### src/rtl/apb_slave_regbank.sv
// APB slave register bank with programmable wait states.
// NUM_REGS-1 read/write word registers plus a read-only write counter (WCNT)
// at the top index. Define APB_SLVERR_EN to drive PSLVERR on out-of-range
// accesses and on writes to WCNT; otherwise PSLVERR is tied low.
module apb_slave_regbank #(
    parameter int unsigned ADDR_WIDTH  = 32,
    parameter int unsigned DATA_WIDTH  = 32,
    parameter int unsigned NUM_REGS    = 16,
    parameter int unsigned WAIT_CYCLES = 0
) (
    input  logic                  PCLK,
    input  logic                  PRESET,
    input  logic                  PSEL,
    input  logic                  PENABLE,
    input  logic [ADDR_WIDTH-1:0] PADDR,
    input  logic                  PWRITE,
    input  logic [DATA_WIDTH-1:0] PWDATA,
    output logic [DATA_WIDTH-1:0] PRDATA,
    output logic                  PREADY,
    output logic                  PSLVERR
);

    localparam int unsigned IdxW     = $clog2(NUM_REGS);
    localparam logic [IdxW-1:0] WcntIdx  = IdxW'(NUM_REGS - 1);
    localparam logic [7:0]      WaitInit = 8'(WAIT_CYCLES);

    typedef enum logic [1:0] {StIdle, StWait, StDone} state_e;

    state_e state_q, state_d;
    logic [7:0] cnt_q, cnt_d;

    logic                  setup;
    logic [ADDR_WIDTH-3:0] word_addr;
    logic [IdxW-1:0]       idx;
    logic                  in_range;
    logic                  wr_en;
    logic [DATA_WIDTH-1:0] rd_word;
    logic [DATA_WIDTH-1:0] regs_q [NUM_REGS-1];
    logic [DATA_WIDTH-1:0] wcnt_q;
    logic                  unused_addr;

    assign setup       = PSEL & ~PENABLE;
    assign word_addr   = PADDR[ADDR_WIDTH-1:2];
    assign idx         = PADDR[IdxW+1:2];
    // Full word index is compared, so aliases above the bank are rejected.
    assign in_range    = word_addr < (ADDR_WIDTH-2)'(NUM_REGS);
    assign unused_addr = ^PADDR[1:0];

    // State register and wait counter.
    always_ff @(posedge PCLK) begin
        if (PRESET) begin
            state_q <= StIdle;
            cnt_q   <= 8'd0;
        end else begin
            state_q <= state_d;
            cnt_q   <= cnt_d;
        end
    end

    // Next-state logic: reload on setup, count down wait states, abort on PSEL drop.
    always_comb begin
        state_d = state_q;
        cnt_d   = cnt_q;
        unique case (state_q)
            StIdle, StDone: begin
                if (setup) begin
                    cnt_d   = WaitInit;
                    state_d = (WAIT_CYCLES == 0) ? StDone : StWait;
                end else begin
                    state_d = StIdle;
                end
            end
            StWait: begin
                if (!PSEL) begin
                    state_d = StIdle;
                end else begin
                    cnt_d = cnt_q - 8'd1;
                    if (cnt_q == 8'd1) state_d = StDone;
                end
            end
            default: state_d = StIdle;
        endcase
    end

    // Completion handshake, decoded from the registered state.
    always_comb begin
        PREADY = (state_q == StDone) & PSEL & PENABLE;
`ifdef APB_SLVERR_EN
        PSLVERR = PREADY & (~in_range | (PWRITE & (idx == WcntIdx)));
`else
        PSLVERR = 1'b0;
`endif
    end

    // Writes to WCNT or outside the bank never commit.
    assign wr_en = PREADY & PWRITE & in_range & (idx != WcntIdx);

    // Register file and write counter; reset discards a coinciding write.
    always_ff @(posedge PCLK) begin
        if (PRESET) begin
            for (int unsigned i = 0; i < NUM_REGS - 1; i++) regs_q[i] <= '0;
            wcnt_q <= '0;
        end else if (wr_en) begin
            for (int unsigned i = 0; i < NUM_REGS - 1; i++) begin
                if (idx == IdxW'(i)) regs_q[i] <= PWDATA;
            end
            wcnt_q <= wcnt_q + 1'b1;
        end
    end

    // Read mux: WCNT at the top index, zero for writes and out-of-range reads.
    always_comb begin
        rd_word = wcnt_q;
        for (int unsigned i = 0; i < NUM_REGS - 1; i++) begin
            if (idx == IdxW'(i)) rd_word = regs_q[i];
        end
        PRDATA = (PSEL & ~PWRITE & in_range) ? rd_word : '0;
    end

endmodule
### config.mk
export PLATFORM = sky130hd
export DESIGN_NAME = apb_slave_regbank
export DESIGN_NICKNAME = d
export VERILOG_FILES = /design/src/rtl/apb_slave_regbank.sv
export SDC_FILE = /design/constraint.sdc
export NUM_CORES = 1
export LEC_CHECK = 0
export ABC_CLOCK_PERIOD_IN_PS = 4400
export BUFFER_PORTS_ARGS = -buffer_cell sky130_fd_sc_hd__buf_2
export CAP_MARGIN = 10
export CORE_ASPECT_RATIO = 0.9
export CORE_MARGIN = 8
export CORE_UTILIZATION = 33
export CTS_CLUSTER_SIZE = 25
export DETAILED_ROUTE_END_ITERATION = 10
export PLACE_DENSITY = 0.48
export SYNTH_ARGS = -nofsm -noshare
export SYNTH_HDL_FRONTEND = slang
export SYNTH_SLANG_ARGS = --single-unit
### constraint.sdc
create_clock -name PCLK -period 4.4 [get_ports PCLK]
set_input_delay 0.88 -clock PCLK [delete_from_list [all_inputs] [get_ports PCLK]]
set_output_delay 0.88 -clock PCLK [all_outputs]
set_load 0.02 [all_outputs]
==> results.md, run 1 <==
- Synth Flop Type: edfxtp_1
- Fin crit share: roughly 96%
- Final instance area: between 20000 and 30000 µm²
- DRT iter0 DRCs: ~1700
- Grt ovf: 0
- Hold WC Path Type: input port to register
- Wire per inst: about 25 µm
- Lkg Pwr: around 9.6 nW
- Status: finished, final reports clean
- Met2 usage: between 30 and 40%
- N_diodes: 0
- Antenna-violating nets left: 0
- Post-route setup TNS: 0 ns
- DR pass1 iterations: 9
- FF+latch area: 15100 µm²
- Register area share after synthesis: about two thirds
- Gate Count Post-Synth: approximately 1900
- Worst R2R Setup Slack: between 1.5 and 2 ns
- Final Power: approximately 0.011 W
- Slew Viols, Final: 0
- Post-cts sizing count: 0
- Postcts setup bufs: 0
- Tot GR Track Use: 18.3%
- Fin. Hold Viols: 0
- PwrDens: between 400 and 500 nW/µm²
- Number of placement rows: 91
- H-tree levels: 2
- Max clock buf depth: 3
- RePlAce Congestion: roughly 0.85
- Final setup violation count: 0
- Hold_buf cts: 0
- Worst Tran Pin Value: about 0.89 ns
- Dpl cell area: approximately 25000 µm²
- NumNets Final: between 2000 and 2500
- Area taken by multi-input logic gates: roughly 6800 µm²
- Synth top cells by count: 480 x edfxtp_1, 445 x nor2_1, 135 x clkbuf_1
- DIE AREA: 77500 µm²
- Clock Sinks: slightly above 500
- Ranking of synthesized cells by area: edfxtp_1 63%, nor2_1 7.4%, dfxtp_1 2.9%, clkbuf_1 2.2%, a21oi_1 2.2%
- Startpoint Class: input port
- Async SR Flop Fraction: 0%
- Root buffer cell: clkbuf_16
- Vias: approximately 16000
- Syn nets: just under 2000
- I/O pin count: roughly 100
- Die H: ~260 µm
- # fillers: 6618
- CP max FO: 13
- Gr busiest metal: met2
- Grt met1 use: about a quarter
- Most frequent cell after synthesis: edfxtp_1
- Antenna violations before repair: 1
- Avg Cell Area, Syn: approximately 12 µm²
- CTS tree: built
- Dpl hpwl: slightly below 50 mm
- Worst-Skew Late Latency: 0.60 ns
- Core area: about 70000 µm²
- Highest clock rate: roughly 240 MHz
- Worst slew margin: around two fifths
- Flops & latches, synth: about 510
- Largest net degree at the start of global routing: 43
- First-pass GRT wire length: about 110 mm
- Max_cap viols: 0
- EDFF count, synth: 480
- Clk_skew: 0.0222 ns
- Post-DR vias/cell: 5.40
- DRC Markers: 0
- Setup CP Type: input port to output port
- Post-synth top area share: ~63%
- Buffers on Ports: between 90 and 100
- Clk slew on worst S/H paths: about 0.06 ns
- Shortest period the worst path allows: around 4.2 ns
- Synth unique cells: 57
- Req. time, crit path: 3.52 ns
- Vias in the first global route: 15900
- Area growth syn-to-layout: 16.3%
- Crit. End Element: output port
- Peak VDD IR: between 0.0003 and 0.0004 V
- Synth area leader: edfxtp_1
- Initial Util: about a third
- Layout cell share with drive strength beyond 1: approximately 17%
- Synth Cell Area: 22700 µm²
- GR met3 Demand/Resource: ~2.7%
- Die W: between 200 and 300 µm
- RSZ-0062 raised after global routing: false
- Total CTS buffers: 55
- Final wirelength: between 70 and 80 mm
- Arrival @ worst endpoint: about 3.4 ns
- Ys Warns: 0
==> report_power, final <==
part	leakage (nW)	switching (W)	internal [W]
clock	0.832	0.00191	0.00263
combinational	3.49	0.000541	0.000250
sequential	5.24	0.0000514	0.00553
total	9.57	0.00250	0.00841
==> cell usage in the layout (no fill, tap or decap), types with 10 or more instances in the layout <==
cell type	instances
clkinv_1	12
o22ai_1	71
a21oi_1	100
buf_2	97
clkbuf_1	14
and2_1	11
nor2_1	445
nor2b_1	21
buf_4	105
a211oi_1	12
inv_1	61
mux2_2	20
a22oi_1	22
nor3_1	12
nand2b_1	41
nor4_1	10
nand3_1	35
buf_12	12
a222oi_1	12
or4_1	12
o211ai_1	14
nand2_1	49
xor2_1	24
a21o_1	11
o221ai_1	22
nand4_1	25
a31oi_1	14
mux4_2	22
mux2i_1	16
clkbuf_16	55
dfxtp_1	33
o21ai_0	59
edfxtp_1	480
==> cell type report <==
cell class / instances / area share, %
clock inverters: 27 / 1.05
clock buffers: 69 / 5.40
inverters: 62 / 0.880
well taps: 883 / 4.18
multi-input cells: 1171 / 25.7
flip-flops and latches: 513 / 57.0
repair buffers: 215 / 5.77
==> kinds of logic after synthesis <==
logic type      Yosys count  share of synthesized area (%)
xor+xnor                 27                           1.04
buf+inv                 229                           3.90
fa+ha+maj                 1                         0.0550
mux                      58                           3.88
other cells               1                         0.0165
flops                   513                           66.3
simple gates            693                           13.5
compound gates          391                           11.3
==> worst paths after layout <==
path,start,to,depth (start not counted)
setup / recovery,PADDR[13],PRDATA[27],8
hold / removal,PENABLE,state_q[1],2
setup reg to reg,state_q[1],regs_q[0][220],7
hold reg to reg,wcnt_q[31],wcnt_q[31],2
==> routing by layer <==
layer | share of wire (%) | wire (µm) | up-vias
li1 | - | - | 7249
met1 | 43 | 31100 | 7964
met2 | 48 | 34600 | 552
met3 | 6.0 | 4290 | 106
met4 | 3.0 | 2190 | 0
met5 | 0 | 0 | -
==> sequential cells by signal, summed over array words and instances, names as in the netlist <==
name and cells:
regs_q 480, wcnt_q 32, state_q 1
==> stage by stage <==
stage / cells / setup WS, ns / hold WS, ns / util [%]
2_1_floorplan: 1913 / 0.511 / 0.471 / -
3_3_place_gp: 2844 / 0.169 / 0.504 / 36.2
3_5_place_dp: 2844 / 0.188 / 0.510 / 36.2
4_1_cts: 2940 / 0.176 / 0.427 / 38.7
5_1_grt: 2940 / 0.0397 / 0.457 / 38.7
6_report: 2940 / 0.160 / 0.462 / 38.7
==> worst max-delay path, cell delays in order <==
cell and delay [ns]:
buf_2 0.10, nor4_1 0.28, nand3_1 0.22, or4b_1 0.51, buf_4 0.22, or4_1 0.59, a21oi_1 0.30, buf_2 0.24
No activity file was read; power rests on OpenSTA's default activity.
==> run 2, diff against run 1 <==
==> constraint.sdc (replaced) <==
create_clock -name PCLK -period 4.4 [get_ports PCLK]
set_input_delay 1.32 -clock PCLK [delete_from_list [all_inputs] [get_ports PCLK]]
set_output_delay 1.32 -clock PCLK [all_outputs]
set_load 0.02 [all_outputs]
==> run 2 against run 1 <==
The flow now finishes with violations (negative setup slack). Hold slack gained 0.068 ns. Clock-buffer cell count shrank 2. Via count grew 2.6%. Clock skew grew 0.00058 ns. Total power grew 1.4%. Largest cell class unchanged. Highest routed layer is now met5.
==> results.md, run 2 (synthesized netlist as in run 1, its figures left out) <==
- Status: finished, violations left
- Failing checks: negative setup slack
- Largest net degree at the start of global routing: 43 (unchanged)
- Root buffer cell: clkbuf_16
- Pre-CTS setup slack: -0.584 ns (-0.773 ns)
- Worst slew margin: 49.8% (+9.1 points)
- Hold WC Path Type: register to register
- NumNets Final: 2189 (+4.8%)
- R2r startpoint: wcnt_q[4]
- Die H: 265 µm (unchanged)
- Hold_buf cts: 0 (unchanged)
- Worst hold endpoint: wcnt_q[31]
- Clk slew on worst S/H paths: 0.06 ns (about the same)
- Biggest regs: regs_q x480, wcnt_q x32, state_q x1
- Crit. End Element: output port
- Antenna-violating nets left: 0 (unchanged)
- Buffers on Ports: 99 (unchanged)
- Req. time, crit path: 3.08 ns (-0.44 ns)
- First-pass GRT wire length: 107 mm (+1.0%)
- Area growth syn-to-layout: 25.5%
- Max clock buf depth: 3 (unchanged)
- Tot GR Track Use: 18.3% (+0.027 points)
- Peak VDD IR: 0.000281 V (-9.6%)
- Final setup violation count: 26 (+26)
- Shortest period the worst path allows: 4.83 ns (+0.586 ns)
- Final wirelength: 72.4 mm (+0.41%)
- Initial Util: 33.3% (unchanged)
- Post-route setup TNS: -6.52 ns (-6.52 ns)
- Placed Instances: 2923 (+2.8%)
- Wire per inst: 23.8 µm (-3.0%)
- Reg2reg path depth: 6 (-1)
- Total CTS buffers: 54 (-1.8%)
- PnR worst setup slack: -0.426 ns (-0.586 ns)
- Hold Crit Start: wcnt_q[31]
- Worst-Skew Late Latency: 0.63 ns (+0.03 ns)
- Slew Viols, Final: 0 (unchanged)
- Largest Register: regs_q
- Worst R2R Setup Slack: 2.00 ns (+0.22 ns)
- Layout cell share with drive strength beyond 1: 25.7% (+8.8 points)
- Final instance area: 28500 µm² (+7.9%)
- Highest clock rate: 207 MHz (-12%)
- Fin util: 41.8% (+3.1 points)
- N_diodes: 0 (unchanged)
- RSZ-0062 raised after global routing: true
- Commonest non-fill, non-tap cell in the layout: edfxtp_1
- CP max FO: 14 (+1)
- R2R Path End: wcnt_q[27]
- PwrDens: 388 nW/µm² (-6.0%)
- Fin crit share: 110% (+13 points)
- RePlAce Congestion: 0.857 (+0.97%)
- DRC Markers: 0 (unchanged)
- CTS tree: built
- Lkg Pwr: 10.4 nW (+8.4%)
- Dpl hpwl: 49.5 mm (+2.7%)
- Startpoint Class: input port
- Max reg flops: 480 (unchanged)
- Vias: 16300 (+2.6%)
- Clk_skew: 0.0228 ns (+0.000583 ns)
- I/O pin count: 103 (unchanged)
- Arrival @ worst endpoint: 3.51 ns (+0.15 ns)
- DIE AREA: 77500 µm² (unchanged)
- H-tree levels: 2 (unchanged)
- Post-DR vias/cell: 5.35 (-0.92%)
- Grt ovf: 0 (unchanged)
- Setup CP Type: input port to output port
- Worst hold path depth: 2 (unchanged)
- Die W: 293 µm (unchanged)
- Max_cap viols: 0 (unchanged)
- Dpl cell area: 25800 µm² (+4.3%)
- Antenna violations before repair: 1 (unchanged)
- Vias in the first global route: 16400 (+3.2%)
- Worst Tran Pin Value: 0.753 ns (-0.135 ns)
- Core area: 68300 µm² (unchanged)
- DRT iter0 DRCs: 1270 (-24%)
- Most frequent cells in the layout: 480 x edfxtp_1, 431 x nor2_1, 167 x buf_4
- Clock Sinks: 513 (unchanged)
- DR pass1 iterations: 5 (-4)
- Final cell count without fillers: 3044 (+3.5%)
- Fin. Hold Viols: 0 (unchanged)
- Number of placement rows: 91 (unchanged)
-- run 2: final cells by class --
type / instances / area (µm²)
well taps: 883 / 1100
repair buffers: 317 / 2890
flip-flops and latches: 513 / 15100
multi-input cells: 1171 / 7500
clock inverters: 31 / 287
fillers: 6433 / 39800
inverters: 62 / 240
clock buffers: 67 / 1430
-- run 2: repair_timing --
action,in CTS,in global routing
resized for setup,141,68
setup buffers,16,7
cloned,2,0
setup endpoints to repair,32,32
pin swaps,17,27
-- run 2: worst max path at each step --
| stage | start | endpoint | cells after the start |
|---|---|---|---|
| 2_1_floorplan | PADDR[31] | PRDATA[19] | 7 |
| 3_3_place_gp | PADDR[31] | PRDATA[10] | 8 |
| 3_5_place_dp | PADDR[29] | PRDATA[10] | 8 |
| 4_1_cts | PADDR[29] | PRDATA[2] | 8 |
| 5_1_grt | PADDR[29] | PRDATA[2] | 8 |
| 6_report | PADDR[31] | PRDATA[2] | 8 |
-- run 2: report_power, final --
group          leakage (nW)  internal, W  switching, W
sequential             5.24      0.00553     0.0000533
combinational          4.30     0.000372      0.000602
clock                 0.836      0.00254       0.00197
total                  10.4      0.00844       0.00262
-- run 2: through the flow --
step                hold WS (ns)  total power [W]
CTS                        0.519           0.0111
global route               0.556           0.0114
global placement           0.500          0.00657
detailed placement         0.506          0.00658
floorplan                  0.471          0.00613
finish                     0.530           0.0111
-- run 2: routing by layer --
layer  GRT usage (%)  part of all wire [%]
met3            2.63                   5.0
met4            5.60                   2.8
met1            24.2                    44
met5               0                 0.014
met2            31.0                    49
-- run 2: critical path, stage by stage --
cell and delay [ns]:
buf_2 0.11, nor4_4 0.25, nand4_1 0.15, or4b_4 0.56
buf_12 0.17, or4_4 0.56, a21oi_4 0.20, buf_6 0.15
==> run 3, diff against run 2 <==
==> config.mk (replaced) <==
export PLATFORM = sky130hd
export DESIGN_NAME = apb_slave_regbank
export DESIGN_NICKNAME = d
export VERILOG_FILES = /design/src/rtl/apb_slave_regbank.sv
export SDC_FILE = /design/constraint.sdc
export NUM_CORES = 1
export LEC_CHECK = 0
export BUFFER_PORTS_ARGS = -buffer_cell sky130_fd_sc_hd__buf_2
export CAP_MARGIN = 10
export CORE_ASPECT_RATIO = 0.9
export CORE_MARGIN = 8
export CORE_UTILIZATION = 50
export CTS_CLUSTER_SIZE = 25
export DETAILED_ROUTE_END_ITERATION = 10
export PLACE_DENSITY = 0.67
export SLEW_MARGIN = 0
export SYNTH_ARGS = -nofsm -noshare
export SYNTH_HDL_FRONTEND = slang
export SYNTH_SLANG_ARGS = --single-unit
==> run 3 against run 2 <==
The run still ends with negative setup slack left. Wire length decreased by 7.6%. Cell count shrank 9.6%. Worst setup slack improved by 0.031 ns. Non-clock buffer count is 16 lower. Critical path depth did not move. Via count is 2.1% higher. Register-to-register slack better by 0.17 ns. Design area shrank 2.8%. First-iteration DRC count rose by 44%. Clock-buffer cell count up 2. Core utilization is 20 points higher. Critical path type unchanged.
==> results.md, run 3 (synthesized netlist as in run 1, its figures left out) <==
- DRT iter0 DRCs: 1835 (+44%)
- Max reg flops: 480 (unchanged)
- Root buffer cell: clkbuf_16
- Most common cell on crit path: buf_6
- Worst R2R Setup Slack: 2.17 ns (+0.17 ns)
- Worst hold path depth: 2 (unchanged)
- Worst slew margin: 46.9% (-2.9 points)
- Clk_skew: 0.0101 ns (-0.0127 ns)
- Slew Viols, Final: 0 (unchanged)
- Placed Instances: 2650 (-9.3%)
- Clk slew on worst S/H paths: 0.06 ns (about the same)
- Post-route setup TNS: -6.45 ns (+0.0763 ns)
- Final instance area: 27700 µm² (-2.8%)
- Peak VDD IR: 0.000356 V (+27%)
- Commonest non-fill, non-tap cell in the layout: edfxtp_1
- RePlAce Congestion: 0.916 (+6.8%)
- Dpl hpwl: 43.9 mm (-11%)
- R2r startpoint: wcnt_q[23]
- Fin util: 61.5% (+20 points)
- DIE AREA: 52500 µm² (-32%)
- Req. time, crit path: 3.08 ns (about the same)
- Crit-path slowest cell: or4b_4
- Worst hold endpoint: wcnt_q[27]
- Clock Sinks: 513 (unchanged)
- Core area: 45100 µm² (-34%)
- First-pass GRT wire length: 99.6 mm (-7.1%)
- Number of placement rows: 74 (-19%)
- Antenna-violating nets left: 0 (unchanged)
- Lkg Pwr: 10.2 nW (-1.8%)
- R2R Path End: wcnt_q[31]
- Vias: 16600 (+2.1%)
- Pre-CTS setup slack: -0.531 ns (+0.0535 ns)
- PwrDens: 393 nW/µm² (+1.4%)
- Fin. Hold Viols: 0 (unchanged)
- Final setup violation count: 26 (unchanged)
- Area growth syn-to-layout: 22.1%
- Hold WC Path Type: register to register
- Status: finished, violations left
- Worst-Skew Late Latency: 0.60 ns (-0.03 ns)
- PnR worst setup slack: -0.395 ns (+0.0310 ns)
- Reg2reg path depth: 6 (unchanged)
- Tot GR Track Use: 25.2% (+7.0 points)
- Setup CP Type: input port to output port
- Max incr delay on CP: 0.56 ns (about the same)
- Die H: 218 µm (-18%)
- CP max FO: 13 (-1)
- N_diodes: 0 (unchanged)
- NumNets Final: 2172 (-0.78%)
- Crit. End Element: output port
- Hold Crit Start: wcnt_q[27]
- Dpl cell area: 25400 µm² (-1.6%)
- Startpoint Class: input port
- Most frequent cells in the layout: 480 x edfxtp_1, 437 x nor2_1, 173 x buf_4
- Die W: 241 µm (-18%)
- Max clock buf depth: 3 (unchanged)
- Buffers on Ports: 99 (unchanged)
- Largest net degree at the start of global routing: 53 (+23%)
- Grt ovf: 0 (unchanged)
- Vias in the first global route: 16500 (+0.29%)
- H-tree levels: 2 (unchanged)
- RSZ-0062 raised after global routing: true
- Final cell count without fillers: 2751 (-9.6%)
- Highest clock rate: 209 MHz (+0.65%)
- Initial Util: 50.4% (+17 points)
- DRC Markers: 0 (unchanged)
- CTS tree: built
- Total CTS buffers: 53 (-1.9%)
- DR pass1 iterations: 6 (+1)
- Final wirelength: 67.0 mm (-7.6%)
- Arrival @ worst endpoint: 3.47 ns (-0.04 ns)
- Layout cell share with drive strength beyond 1: 23.9% (-1.8 points)
- Wire per inst: 24.3 µm (+2.3%)
- I/O pin count: 103 (unchanged)
- Fin crit share: 109% (-0.70 points)
- Shortest period the worst path allows: 4.79 ns (-0.0310 ns)
- Largest Register: regs_q
- Post-DR vias/cell: 6.04 (+13%)
- Worst Tran Pin Value: 0.791 ns (+0.0384 ns)
- Failing checks: negative setup slack
- Crit path cell chain: buf_6, nor4_4, nand4_1, or4b_4, buf_12, or4_4, a21oi_4, buf_6
- Antenna violations before repair: 0 (-1)
- Biggest regs: regs_q x480, wcnt_q x32, state_q x1
- Max_cap viols: 0 (unchanged)
-- run 3: changes by cell type in the layout (fill, tap and decap cells not counted), sizes merged --
cell	before	now
buf	317	300
bufbuf	0	1
bufinv	4	5
clkbuf	67	69
clkinv	25	20
-- run 3: repair_timing --
item / 4_1_cts / 5_1_grt
setup buffers: 4 / 2
hold buffers: 0 / 0
pin swaps: 13 / 11
cloned: 1 / 0
gates resized for setup: 111 / 47
setup endpoints to repair: 32 / 32
-- run 3: how the worst max path moves through the flow --
stage              start  slack (ns)          to  cells after the start
3_5_place_dp   PADDR[31]       -0.53   PRDATA[1]                      8
6_report       PADDR[31]       -0.39   PRDATA[1]                      8
2_1_floorplan  PADDR[31]       -0.16  PRDATA[19]                      7
4_1_cts        PADDR[31]       -0.39   PRDATA[1]                      8
5_1_grt        PADDR[31]       -0.47   PRDATA[1]                      8
3_3_place_gp   PADDR[31]       -0.52   PRDATA[2]                      8
-- run 3: cell type report --
class,count,area [µm²]
clock buffer,69,1410
clock inverter,27,254
fill,3564,17400
inverter,62,244
multi-input combinational,1171,7340
sequential,513,15100
tap,608,761
timing repair buffer,301,2660
-- run 3: stage by stage --
stage / power [W] / hold slack [ns]
after floorplan: 0.00613 / 0.471
final: 0.0109 / 0.511
after global routing: 0.0112 / 0.543
after global placement: 0.00652 / 0.492
after CTS: 0.0109 / 0.512
after detailed placement: 0.00655 / 0.501
-- run 3: where the power goes --
part | internal [W] | total [W] | leakage, nW | switching [W]
logic | 0.000344 | 0.000923 | 4.14 | 0.000579
registers | 0.00553 | 0.00558 | 5.24 | 0.0000544
clock network | 0.00253 | 0.00440 | 0.816 | 0.00187
total | 0.00840 | 0.0109 | 10.2 | 0.00250
-- run 3: critical path, delay by kind of cell --
family | cells | cell delay, ns
buf+inv | 3 | 0.42
simple gates | 4 | 1.52
compound gates | 1 | 0.19
-- run 3: routing by layer --
metal | up-vias | global-route usage [%] | part of all wire, %
met5 | - | 0 | 0
met4 | 0 | 11.0 | 4.3
met3 | 153 | 4.31 | 8.4
met2 | 817 | 42.0 | 49
met1 | 8216 | 32.4 | 38
li1 | 7431 | - | -
